--- config.mk ---
export PLATFORM = sky130hd
export DESIGN_NAME = drum_voice_mixer
export DESIGN_NICKNAME = d
export VERILOG_FILES = /design/src/rtl/drum_voice_mixer_pkg.sv /design/src/rtl/drum_voice_mixer_saturator.sv /design/src/rtl/drum_voice_mixer.sv
export SDC_FILE = /design/constraint.sdc
export NUM_CORES = 1
export LEC_CHECK = 0
export ABC_AREA = 1
export CAP_MARGIN = 15
export CORE_MARGIN = 4
export CORE_UTILIZATION = 54
export CTS_CLUSTER_SIZE = 8
export DETAILED_ROUTE_END_ITERATION = 12
export HOLD_SLACK_MARGIN = 0.03
export PLACE_DENSITY = 0.81
export SYNTH_ARGS = -nofsm -noshare
export SYNTH_HDL_FRONTEND = slang
export SYNTH_HIERARCHICAL = 1
export SYNTH_SLANG_ARGS = --single-unit
--- constraint.sdc ---
create_clock -name clock -period 3.6 [get_ports clock]
set_input_delay 0.36 -clock clock [delete_from_list [all_inputs] [get_ports clock]]
set_output_delay 0.36 -clock clock [all_outputs]
set_load 0.005 [all_outputs]
--- src/rtl/drum_voice_mixer_pkg.sv ---
// Shared definitions for the drum voice mixer and its output-stage helpers.
// Holds default widths, the 12-bit sample limits, the shift-field width and
// the mixer state encoding.
package drum_voice_mixer_pkg;

  localparam int WIDTH_DEF     = 12;
  localparam int ACC_WIDTH_DEF = 15;
  localparam int SHIFT_W       = 2;

  localparam int SAMPLE_MAX = 2047;
  localparam int SAMPLE_MIN = -2048;

  typedef enum logic [1:0] {
    IDLE  = 2'd0,
    ACCUM = 2'd1,
    SAT   = 2'd2
  } state_t;

endpackage

--- src/rtl/drum_voice_mixer_saturator.sv ---
// sample_saturator: combinational signed clamp from ACC_WIDTH to WIDTH.
// Ports:
//   i_acc    - signed accumulator value (ACC_WIDTH bits)
//   o_sample - i_acc clamped to the signed WIDTH-bit range
module sample_saturator
  import drum_voice_mixer_pkg::*;
#(
  parameter int WIDTH     = WIDTH_DEF,
  parameter int ACC_WIDTH = ACC_WIDTH_DEF
) (
  input  logic signed [ACC_WIDTH-1:0] i_acc,
  output logic signed [WIDTH-1:0]     o_sample
);

  // Largest positive WIDTH-bit value, held at accumulator width; its bitwise
  // complement is the most negative WIDTH-bit value.
  localparam logic signed [ACC_WIDTH-1:0] MAX_V =
    ACC_WIDTH'((64'sd1 <<< (WIDTH - 1)) - 64'sd1);
  localparam logic signed [ACC_WIDTH-1:0] MIN_V = ~MAX_V;

  always_comb begin
    if (i_acc > MAX_V) begin
      o_sample = MAX_V[WIDTH-1:0];
    end else if (i_acc < MIN_V) begin
      o_sample = MIN_V[WIDTH-1:0];
    end else begin
      o_sample = i_acc[WIDTH-1:0];
    end
  end

endmodule

--- src/rtl/drum_voice_mixer.sv ---
// drum_voice_mixer: on each `ready` strobe, snapshots the drum voices and
// sums the active ones (each arithmetically right-shifted by its own
// attenuation) one voice per clock through a single adder, then saturates
// to a signed WIDTH-bit sample and pulses `start` for the effect chain.
// Ports:
//   clock, reset    - system clock, asynchronous active-high reset
//   ready           - one-cycle audio-rate strobe that launches a mix
//   enable          - when low at the strobe, the mix result is forced to 0
//   voice_samples   - packed signed samples, voice i at [i*WIDTH +: WIDTH]
//   voice_active    - per-voice include flag
//   voice_shift     - per-voice 2-bit arithmetic right shift
//   clear_overrun   - synchronous clear of the sticky overrun flag
//   mixed_sample    - registered, saturated mix; holds between mixes
//   start           - one-cycle pulse when a new mixed_sample is presented
//   busy            - high while a mix is in progress
//   overrun         - sticky; a strobe arrived while busy and was dropped
module drum_voice_mixer
  import drum_voice_mixer_pkg::*;
#(
  parameter int NUM_VOICES = 4,
  parameter int WIDTH      = WIDTH_DEF,
  parameter int ACC_WIDTH  = ACC_WIDTH_DEF
) (
  input  logic                          clock,
  input  logic                          reset,
  input  logic                          ready,
  input  logic                          enable,
  input  logic [NUM_VOICES*WIDTH-1:0]   voice_samples,
  input  logic [NUM_VOICES-1:0]         voice_active,
  input  logic [NUM_VOICES*SHIFT_W-1:0] voice_shift,
  input  logic                          clear_overrun,
  output logic signed [WIDTH-1:0]       mixed_sample,
  output logic                          start,
  output logic                          busy,
  output logic                          overrun
);

  localparam int IDX_W = $clog2(NUM_VOICES);
  localparam logic [IDX_W-1:0] LAST_IDX = IDX_W'(NUM_VOICES - 1);

  state_t r_state;
  state_t w_next;

  logic signed [ACC_WIDTH-1:0] r_acc;
  logic [IDX_W-1:0]            r_idx;

  // Snapshot taken at the launching strobe; inputs are not re-read mid-mix.
  logic signed [WIDTH-1:0]   r_samples [NUM_VOICES];
  logic [SHIFT_W-1:0]        r_shift   [NUM_VOICES];
  logic [NUM_VOICES-1:0]     r_active;
  logic                      r_enable;

  logic signed [WIDTH-1:0]     w_sel;
  logic signed [WIDTH-1:0]     w_shr;
  logic signed [ACC_WIDTH-1:0] w_term;
  logic signed [WIDTH-1:0]     w_sat;

  assign busy = (r_state != IDLE);

  // Current voice term: arithmetic shift floors toward minus infinity, then
  // the signed size cast sign-extends to accumulator width.
  assign w_sel  = r_samples[r_idx];
  assign w_shr  = w_sel >>> r_shift[r_idx];
  assign w_term = ACC_WIDTH'(w_shr);

  sample_saturator #(
    .WIDTH     (WIDTH),
    .ACC_WIDTH (ACC_WIDTH)
  ) u_sat (
    .i_acc    (r_acc),
    .o_sample (w_sat)
  );

  always_ff @(posedge clock or posedge reset) begin
    if (reset) begin
      r_state <= IDLE;
    end else begin
      r_state <= w_next;
    end
  end

  always_comb begin
    w_next = r_state;
    case (r_state)
      IDLE:    if (ready) w_next = ACCUM;
      ACCUM:   if (r_idx == LAST_IDX) w_next = SAT;
      SAT:     w_next = IDLE;
      default: w_next = IDLE;
    endcase
  end

  // Stage p0: input snapshot at the launching strobe.
  always_ff @(posedge clock) begin
    if (r_state == IDLE && ready) begin
      r_enable <= enable;
      r_active <= voice_active;
      for (int i = 0; i < NUM_VOICES; i++) begin
        r_samples[i] <= voice_samples[i*WIDTH +: WIDTH];
        r_shift[i]   <= voice_shift[i*SHIFT_W +: SHIFT_W];
      end
    end
  end

  // Stage p1: accumulate one voice per clock, then saturate and present.
  always_ff @(posedge clock or posedge reset) begin
    if (reset) begin
      r_acc        <= '0;
      r_idx        <= '0;
      mixed_sample <= '0;
      start        <= 1'b0;
    end else begin
      start <= 1'b0;
      case (r_state)
        IDLE: begin
          if (ready) begin
            r_acc <= '0;
            r_idx <= '0;
          end
        end
        ACCUM: begin
          if (r_active[r_idx]) r_acc <= r_acc + w_term;
          r_idx <= r_idx + IDX_W'(1);
        end
        SAT: begin
          mixed_sample <= r_enable ? w_sat : '0;
          start        <= 1'b1;
        end
        default: ;
      endcase
    end
  end

  // A strobe outside IDLE (including the SAT->IDLE edge) is dropped; a new
  // overrun beats a simultaneous clear.
  always_ff @(posedge clock or posedge reset) begin
    if (reset) begin
      overrun <= 1'b0;
    end else if (ready && busy) begin
      overrun <= 1'b1;
    end else if (clear_overrun) begin
      overrun <= 1'b0;
    end
  end

endmodule

After elaboration in Yosys (flattened, before gate mapping)
Memory sizes are Yosys's and may differ from the RTL's.
Cells that the tools add are included.
{"block": "classes", "n_mux": 18, "addsub": 2, "shifts": 1, "n_lt_le_gt_ge": 3, "eq_ne": 6, "n_reduce_logical": 9}
{"cell": "12-bit 2-to-1 mux", "n": 3}
{"cell": "15-bit 2-to-1 mux", "n": 2}
{"cell": "15-bit case mux with 2 select lines", "n": 1}
{"cell": "15-bit by 12-bit adder with 15-bit output", "n": 1}
{"cell": "15-bit by 12-bit > comparator with 1-bit output, second input constant", "n": 1}
{"cell": "15-bit by 12-bit less-than comparator with 1-bit output, second input constant", "n": 1}
{"cell": "12-bit by 2-bit >>> shifter with 12-bit output", "n": 1}
{"cell": "2-bit case mux with 2 select lines", "n": 2}
{"cell": "1-bit 2-to-1 mux", "n": 6}
{"cell": "2-bit 2-to-1 mux", "n": 3}
{"cell": "2-bit inequality test, second input constant", "n": 3}
{"cell": "2-bit nonzero test", "n": 3}
{"cell": "2-bit equality test, second input constant", "n": 2}
{"cell": "2-bit AND reduction", "n": 2}
{"cell": "2-bit by 3-bit less-than comparator with 1-bit output, second input constant", "n": 1}
{"cell": "3-bit AND reduction", "n": 1}
{"cell": "2-bit by 1-bit adder with 2-bit output, second input constant", "n": 1}
{"cell": "1-bit binary-select mux with 2-bit select", "n": 1}
{"cell": "2-bit by 1-bit equality test with 1-bit output, second input constant", "n": 1}
{"cell": "1-bit logical AND", "n": 2}
{"cell": "2-bit zero test", "n": 1}
{"block": "word_totals", "mem_count": 2, "elab_cells": 49, "ram_bits": 56, "regBits": 38, "output_inout_bits": 15, "inputBits": 65}
{"name": "r_samples", "words": 4, "word_bits": 12, "read_ports": 1, "rd_ports_with_merged_regs": 0, "wr": 4, "line_no": "drum_voice_mixer.sv:48", "rtl": "logic signed [WIDTH-1:0] r_samples [NUM_VOICES];"}
{"name": "r_shift", "words": 4, "word_bits": 2, "read_ports": 1, "rd_ports_with_merged_regs": 0, "wr": 4, "line_no": "drum_voice_mixer.sv:49", "rtl": "logic [SHIFT_W-1:0] r_shift [NUM_VOICES];"}

Depth between registers and ports, before layout
An unclocked memory read counts as a cell.
{"block": "depth", "word_depth": 5, "depth_mapped": 20, "ltp_nobuf": 20}

Cells and area by module
The synthesis kept the hierarchy.
{"mod": "drum_voice_mixer", "n_inst": 1, "area_per_inst_um2": 4737.0, "cells_each": 532, "seq_area_each_um2": 2657.5}
{"mod": "sample_saturator", "n_inst": 1, "area_per_inst_um2": 141.4, "cells_each": 32, "seq_area_each_um2": 0.0}

Worst setup path before layout
Ideal clock, no wire load.
{"block": "synth_timing", "kind": "register -> register", "start": "register r_idx[0]", "end": "register r_acc[4]", "t_required_ns": 3.471, "period_less_slack_ns": 2.552, "stages_incl_launch_ff": 16, "t_arrival_ns": 2.423, "slack_ns": 1.048, "path_buffers": 2, "setup_ns": 0.129, "cell_sequence": "dfrtp_1 > buf_4 > buf_4 > o21ai_0 > nor2_1 > a21oi_1 > nand2_1 > nand3_1 > nand2_1 > ha_1 > fa_1 > nand3_1 > nand2_1 > or2_2 > nand3_1 > o21ai_0"}
{"block": "synth_via", "elab_chain_cells": 5, "word_cells_on_any_way": 10, "cone_classes": "add/sub (1); eq/ne (1); shift (1); mux (4); reduce/logical (1); memory (2)"}
{"element": "start, declared", "line_no": "drum_voice_mixer.sv:45", "rtl": "logic [IDX_W-1:0] r_idx;"}
{"element": "start signal, assigned", "line_no": "drum_voice_mixer.sv:122", "rtl": "r_idx <= r_idx + IDX_W'(1);"}
{"element": "memory 4 x 12 bit / memory 4 x 2 bit (equally long branches)"}
{"element": "12-bit by 2-bit >>> shifter with 12-bit output", "line_no": "drum_voice_mixer.sv:63", "rtl": "assign w_shr = w_sel >>> r_shift[r_idx];"}
{"element": "15-bit by 12-bit adder with 15-bit output", "line_no": "drum_voice_mixer.sv:121", "rtl": "if (r_active[r_idx]) r_acc <= r_acc + w_term;"}
{"element": "15-bit 2-to-1 mux", "line_no": "drum_voice_mixer.sv:121"}
{"element": "15-bit case mux with 2 select lines", "line_no": "drum_voice_mixer.sv:113", "rtl": "case (r_state)"}
{"element": "end signal, assigned", "line_no": "drum_voice_mixer.sv:121"}
{"element": "end, declared", "line_no": "drum_voice_mixer.sv:44", "rtl": "logic signed [ACC_WIDTH-1:0] r_acc;"}
Parallel ways exist; a longest one is shown, timed or not. The select of a mux whose other input is x is not followed.
A chain may end at the register's enable or synchronous reset.

Worst setup path in the final report
Ends and elaborated chain as after synthesis.

==> results_dict.tcl <==
set metrics [dict create \
    outcome "finished clean" \
    maxCapViolCount 0 \
    setup_viol 0 \
    synth-seq-cells 94 \
    layout-drive-gt1-share 0.06009 \
    synth.cell_area_um2 4878 \
    antennaDiodeCount 0 \
    utilization 0.6772 \
    tightest_slew_ns 0.7870 \
    worstPathArrival_ns 3.39 \
    drt_iter0_drc 174 \
    power_density_nw_per_um2 997.1 \
    hold_violations 0 \
    path_clk_slew_ns 0.11 \
    hpwlAfterDp_um 8506 \
    tns_ns 0 \
    min_period_ns 3.149 \
    numPortBuffers 79 \
    cts_tree "yes" \
    grt_max_degree 36 \
    hp-class "in2async" \
    io_pins 80 \
    core_area_um2 8763 \
    crit_required_ns 3.84 \
    grt_usage 0.2213 \
    wl_per_cell_um 14.58 \
    area.growth.synth_to_final_pct 21.65 \
    grt_pass1_wl_um 18170 \
    fillers 704 \
    die_y_um 103.1 \
    cts_inserted_buffers 9 \
    cts_max_level 3 \
    die-width_um 103.1 \
    dieArea_um2 10620 \
    first_pass_iters 5 \
    seq_area_frac_synth 0.5448 \
    post_cts_buffers 0 \
    layout.cells.non_filler 757 \
    min_period_over_period 0.8747 \
    power.leakage_nw 2.715 \
    holdWs_ns 0.3848 \
    grt_overflow_total 0 \
    synth.avg_cell_area_um2 8.650 \
    drc_errors 0 \
    route.detailed.vias_per_inst 5.226 \
    cts_root_buffer "clkbuf_8" \
    cts_hold_buf 0 \
    rsz0062_at_grt "no" \
    maxSlewHeadroom 0.4753 \
    clk_latency_ns 0.37 \
    cp-start-kind "register" \
    slew_violations 0 \
    placed_cells 741 \
    ys_types 31 \
    gp_congestion 0.8967 \
    num_vias 3956 \
    grt_pass1_vias 3941 \
    drtAntennaViolNets 0 \
    multiInputGateArea_um2 1893 \
    end_kind "register" \
    path_max_fanout 12 \
    p_total_mw 5.917 \
    max_freq_mhz 317.6 \
    critical_path_class "reg2reg" \
    antenna_found_initial 0 \
    yosys_warnings 6 \
    regArea_um2 2658 \
    final_nets 725 \
    fp-row-count 34 \
    netlist_instances 564 \
    start_util 0.5567 \
    wl_um 11040 \
    cts.repair.resized 0 \
    syn-num-nets 645 \
    cts_sinks 94 \
    skew_ns 0.01644 \
    vdd_ir_drop_max_v 0.0004057 \
    clk_path_buf_depth 2 \
]
[cell usage in the layout, fill, tap and decap left out, types with 2 or more instances in the layout]
master and instances:
inv_6 4, nand2_2 3, nand3_1 54, edfxtp_1 61, nand2_1 193, o21ai_0 45
inv_2 3, xnor2_1 3, nand4_1 2, dfrtp_1 33, o22a_1 2, o21ai_2 2
or2_2 4, o22ai_1 2, clkdlybuf4s50_1 79, buf_4 9, ha_1 15, a21oi_1 19
clkinv_1 2, nand3b_1 2, clkbuf_8 9, nor2_1 42, inv_1 52
[logic make-up (layout without fill, tap and decap cells)]
family	after synthesis	in the layout	share of synthesized area
flip-flops	94	94	0.5448
adder cells (fa/ha/maj)	16	16	0.04258
XOR/XNOR	3	3	0.005387
buffers and inverters	75	160	0.06720
AND/OR/NAND/NOR	303	303	0.2585
AO/OA/AOI/OAI	73	73	0.08156
[power breakdown]
group | internal [mW] | switching, mW | total [mW] | leakage, nW
clock | 0.262 | 0.398 | 0.660 | 0.0920
combinational | 1.35 | 2.22 | 3.57 | 1.63
sequential | 1.49 | 0.197 | 1.69 | 0.992
total | 3.10 | 2.81 | 5.92 | 2.71
[per-layer routing]
metal,global-route usage,share of wire
met1,0.2674,0.43
met3,0.04804,0.055
met5,0,0
met4,0.07869,0.020
met2,0.3892,0.50
[state kept, by name (all words and copies together), names as in the netlist]
signal,count
mixed_sample,12
overrun,1
r_acc,15
r_active,4
r_enable,1
r_idx,2
r_samples,48
r_shift,8
r_state,2
start,1
[cell type report]
type	count	share of cell area
clock buffers	9	0.02087
multi-input cells	395	0.3190
clock inverters	7	0.009066
repair buffers	88	0.1446
inverters	56	0.03584
flip-flops and latches	94	0.4478
well taps	108	0.02277
[path summary, 6_finish.rpt]
path | startpoint | endpoint | slack (ns) | cells after the start
worst max-delay path | r_idx[0]$_DFFE_PP0P_ | r_acc[4]$_DFFE_PP0P_ | 0.45 | 15
worst min register to register | mixed_sample[3]$_DFFE_PP0P_ | mixed_sample[3]$_DFFE_PP0P_ | 0.52 | 2
worst min-delay path | reset | start$_DFF_PP0_ | 0.38 | 3
worst max register to register | r_idx[0]$_DFFE_PP0P_ | r_acc[4]$_DFFE_PP0P_ | 0.45 | 15
min in group clock | mixed_sample[3]$_DFFE_PP0P_ | mixed_sample[3]$_DFFE_PP0P_ | 0.52 | 2
max in group asynchronous | reset | r_state[0]$_DFFE_PP0P_ | 2.88 | 3
[worst max-delay path: stages, from the launching register on]
cell	delay [ns]
dfrtp_1	0.49
inv_1	0.17
nand2_1	0.10
nand3_1	0.07
nand2_1	0.27
inv_1	0.24
or2_1	0.29
nand3_1	0.07
nand2_1	0.05
ha_1	0.21
fa_1	0.42
nand3_1	0.10
nand2_1	0.10
or2_2	0.28
nand3_1	0.07
o21ai_0	0.08
[per-stage QoR]
step                setup WS, ns  area (um^2)
floorplan                  1.048         4878
detailed placement        0.4764         5757
global placement          0.6201         5757
finish                    0.4512         5934
CTS                       0.4497         5934
global route              0.1138         5934
[synth_stat cells]
library cell,number,share of area
o22a_1,2,0.0036
inv_2,2,0.0015
nand3b_1,2,0.0031
o21ai_2,2,0.0036
fa_1,1,0.0041
edfxtp_1,61,0.38
buf_2,5,0.0051
buf_4,4,0.0062
o22ai_1,2,0.0026
nor2_1,42,0.032
nand4_1,2,0.0026
o21ai_1,1,0.0010
o21ai_0,45,0.046
or2_2,4,0.0051
nand3_1,54,0.055
buf_1,2,0.0015
a21oi_1,19,0.019
buf_6,3,0.0069
dfrtp_1,33,0.17
a22o_1,1,0.0018
nor2_8,1,0.0041
nand2_4,1,0.0023
nand2_2,3,0.0038
ha_1,15,0.038
or2_1,1,0.0013
clkbuf_1,5,0.0038
nand2_1,193,0.15
a32oi_2,1,0.0033
inv_1,53,0.041
xnor2_1,3,0.0054
inv_4,1,0.0013
No activity file was read; power rests on OpenSTA's default activity.
==> variant (same flow settings) <==
The package constant `SHIFT_W` goes from 2 to 3.
--- a/src/rtl/drum_voice_mixer_pkg.sv
+++ b/src/rtl/drum_voice_mixer_pkg.sv
@@ -6,5 +6,5 @@
   localparam int WIDTH_DEF     = 12;
   localparam int ACC_WIDTH_DEF = 15;
-  localparam int SHIFT_W       = 2;
+  localparam int SHIFT_W       = 3;
 
   localparam int SAMPLE_MAX = 2047;
Ports: changed (resized voice_shift); port bits go from 80 to 84. No check against the original RTL was run, so the function may have changed too.
==> variant against the original RTL <==
  * Final area up 6.1%
  * Power up 7.1%
  * Worst hold slack better by 0.0037 ns
  * Fmax down 2.1%
  * Synthesized cell count up 10%
  * Non-clock buffer count unchanged
  * Worst setup slack worse by 0.067 ns
  * Die area up 7.2%
  * Clock skew down 0.0037 ns
  * Routed wire length up 3.5%
  * Area after synthesis up 7.8%
  * Sequential cell count up 4
  * Via count up 8.3%
  * Largest power group unchanged
==> variant: results (changes against the original RTL) <==
* Status: finished, final reports clean
* Vias at 4283 (+8.3%)
* Drt pass-1 iters at 4 (-1)
* EDFF count, synth at 65 (+6.6%)
* Routed length per placed instance at 13.73 microns (-5.8%)
* Clock Latency Late Sink at 0.37 ns (about the same)
* Hold WC Path Type: input port to asynchronous set/reset pin
* Worst clock skew at 0.01277 ns (-0.003667 ns)
* Top flop regs: r_samples: 48 flops, r_acc: 15 flops
* Worst slew pin tran at 0.7258 ns (-0.06125 ns)
* RePlAce Congestion at 0.8930 (-0.41%)
* CTS buffer count at 9 (unchanged)
* First-pass GRT wire length at 19160 microns (+5.5%)
* Max reg flops at 48 (unchanged)
* Cts repair resizes at 0 (unchanged)
* Initial antenna violation count at 0 (unchanged)
* CP max FO at 21 (+9)
* All-Layer GR Usage at 21.10% (-1.0 points)
* Nets at 783 (+8.0%)
* Main synth FF type: edfxtp_1
* Clk slew on worst S/H paths at 0.10 ns
* Initial DRC Count at 273 (+57%)
* Synth top area cells: edfxtp_1 (37%), nand2_1 (19%), dfrtp_1 (16%)
* Clk root buf: clkbuf_8
* Dpl hpwl at 8807 microns (+3.5%)
* CP top delay family: simple AND/OR/NAND/NOR gates
* Max incr delay on CP at 0.51 ns (+0.02 ns)
* Cell-internal power at 3.248 mW (+4.7%)
* Syn avg cell area at 8.459 sq um (-2.2%)
* Number of fill cells at 813 (+15%)
* Worst EP arrival at 3.45 ns (+0.06 ns)
* Max clock buf depth at 2 (unchanged)
* Most frequent cells after synthesis: nand2_1 (267), nand3_1 (77), edfxtp_1 (65)
* Crit path max-delay cell type: dfrtp_1
* Cell Pwr Density at 1007 nW/um^2 (+0.97%)
* Postcts setup bufs at 0 (unchanged)
* Post-synth cell types at 30 (-3.2%)
* Vias per cell at 5.148 (-1.5%)
* Static Leak at 2.900 nW (+6.8%)
* Met2 Resource Use GR at 36.92% (-2.0 points)
* VDD IR-drop max at 0.3579 mV (-12%)
* Pin count of the biggest net entering global routing at 67 (+86%)
* Placed Cells at 816 (+10%)
* Power in the clock group at 639 uW (-3.2%)
* Post-synth ARST share at 33.67% (-1.4 points)
* CP Launch Point: r_idx[0]$_DFFE_PP0P_
* GR Util met3 at 4.395% (-0.41 points)
* Layout cells sized above 1 at 5.974% (-0.035 points)
* Synth Net Count at 707 (+9.6%)
* H-tree levels at 3 (unchanged)
* Seq/Total Area, Yosys at 52.79% (-1.7 points)
* P_seq at 1.77 mW (+5%)
* Buffers added on ports at 83 (+5.1%)
* Met1 usage at 25.60% (-1.1 points)
* ANT cells at 0 (unchanged)
* Ys Warns at 6 (unchanged)
==> variant: final timing paths <==
kind	end	slack (ns)	cells after the start
worst max register to register	r_acc[4]$_DFFE_PP0P_	0.38	17
worst max-delay path	r_acc[4]$_DFFE_PP0P_	0.38	17
worst min-delay path	mixed_sample[10]$_DFFE_PP0P_	0.39	3
max in group asynchronous	r_acc[6]$_DFFE_PP0P_	2.88	3
worst min register to register	mixed_sample[7]$_DFFE_PP0P_	0.51	2
min in group clock	mixed_sample[7]$_DFFE_PP0P_	0.51	2
==> variant: per-layer routing <==
metal / part of all wire, % / vias to the layer above / routed length (microns)
met5: 0 / - / 0
met4: 3.2 / 0 / 363
met3: 5.2 / 26 / 596
met2: 50 / 125 / 5707
met1: 42 / 1965 / 4758
li1: - / 2167 / -
==> variant: final cells by class <==
cell class | count | share of cell area [%]
clock buffers | 11 | 2.087
clock inverters | 5 | 0.6361
inverters | 56 | 3.419
multi-input cells | 445 | 33.17
flip-flops and latches | 98 | 44.13
well taps | 129 | 2.564
repair buffers | 88 | 13.99
==> variant: logic make-up (layout without fill, tap and decap cells) <==
kind of cell / Yosys count / count (layout) / share of synthesized area (%)
buffers and inverters: 79 / 160 / 7.515
adder cells (fa/ha/maj): 16 / 16 / 3.948
flip-flops: 98 / 98 / 52.79
AND/OR/NAND/NOR: 391 / 391 / 31.32
AO/OA/AOI/OAI: 38 / 38 / 4.423
==> variant: metrics by stage <==
step	setup slack [ns]	area (sq um)	util (%)
floorplan	0.9978	5261	-
global placement	0.5854	6123	65.34
detailed placement	0.4086	6123	65.34
CTS	0.3915	6295	67.17
global route	0.01268	6295	67.17
finish	0.3843	6295	67.17
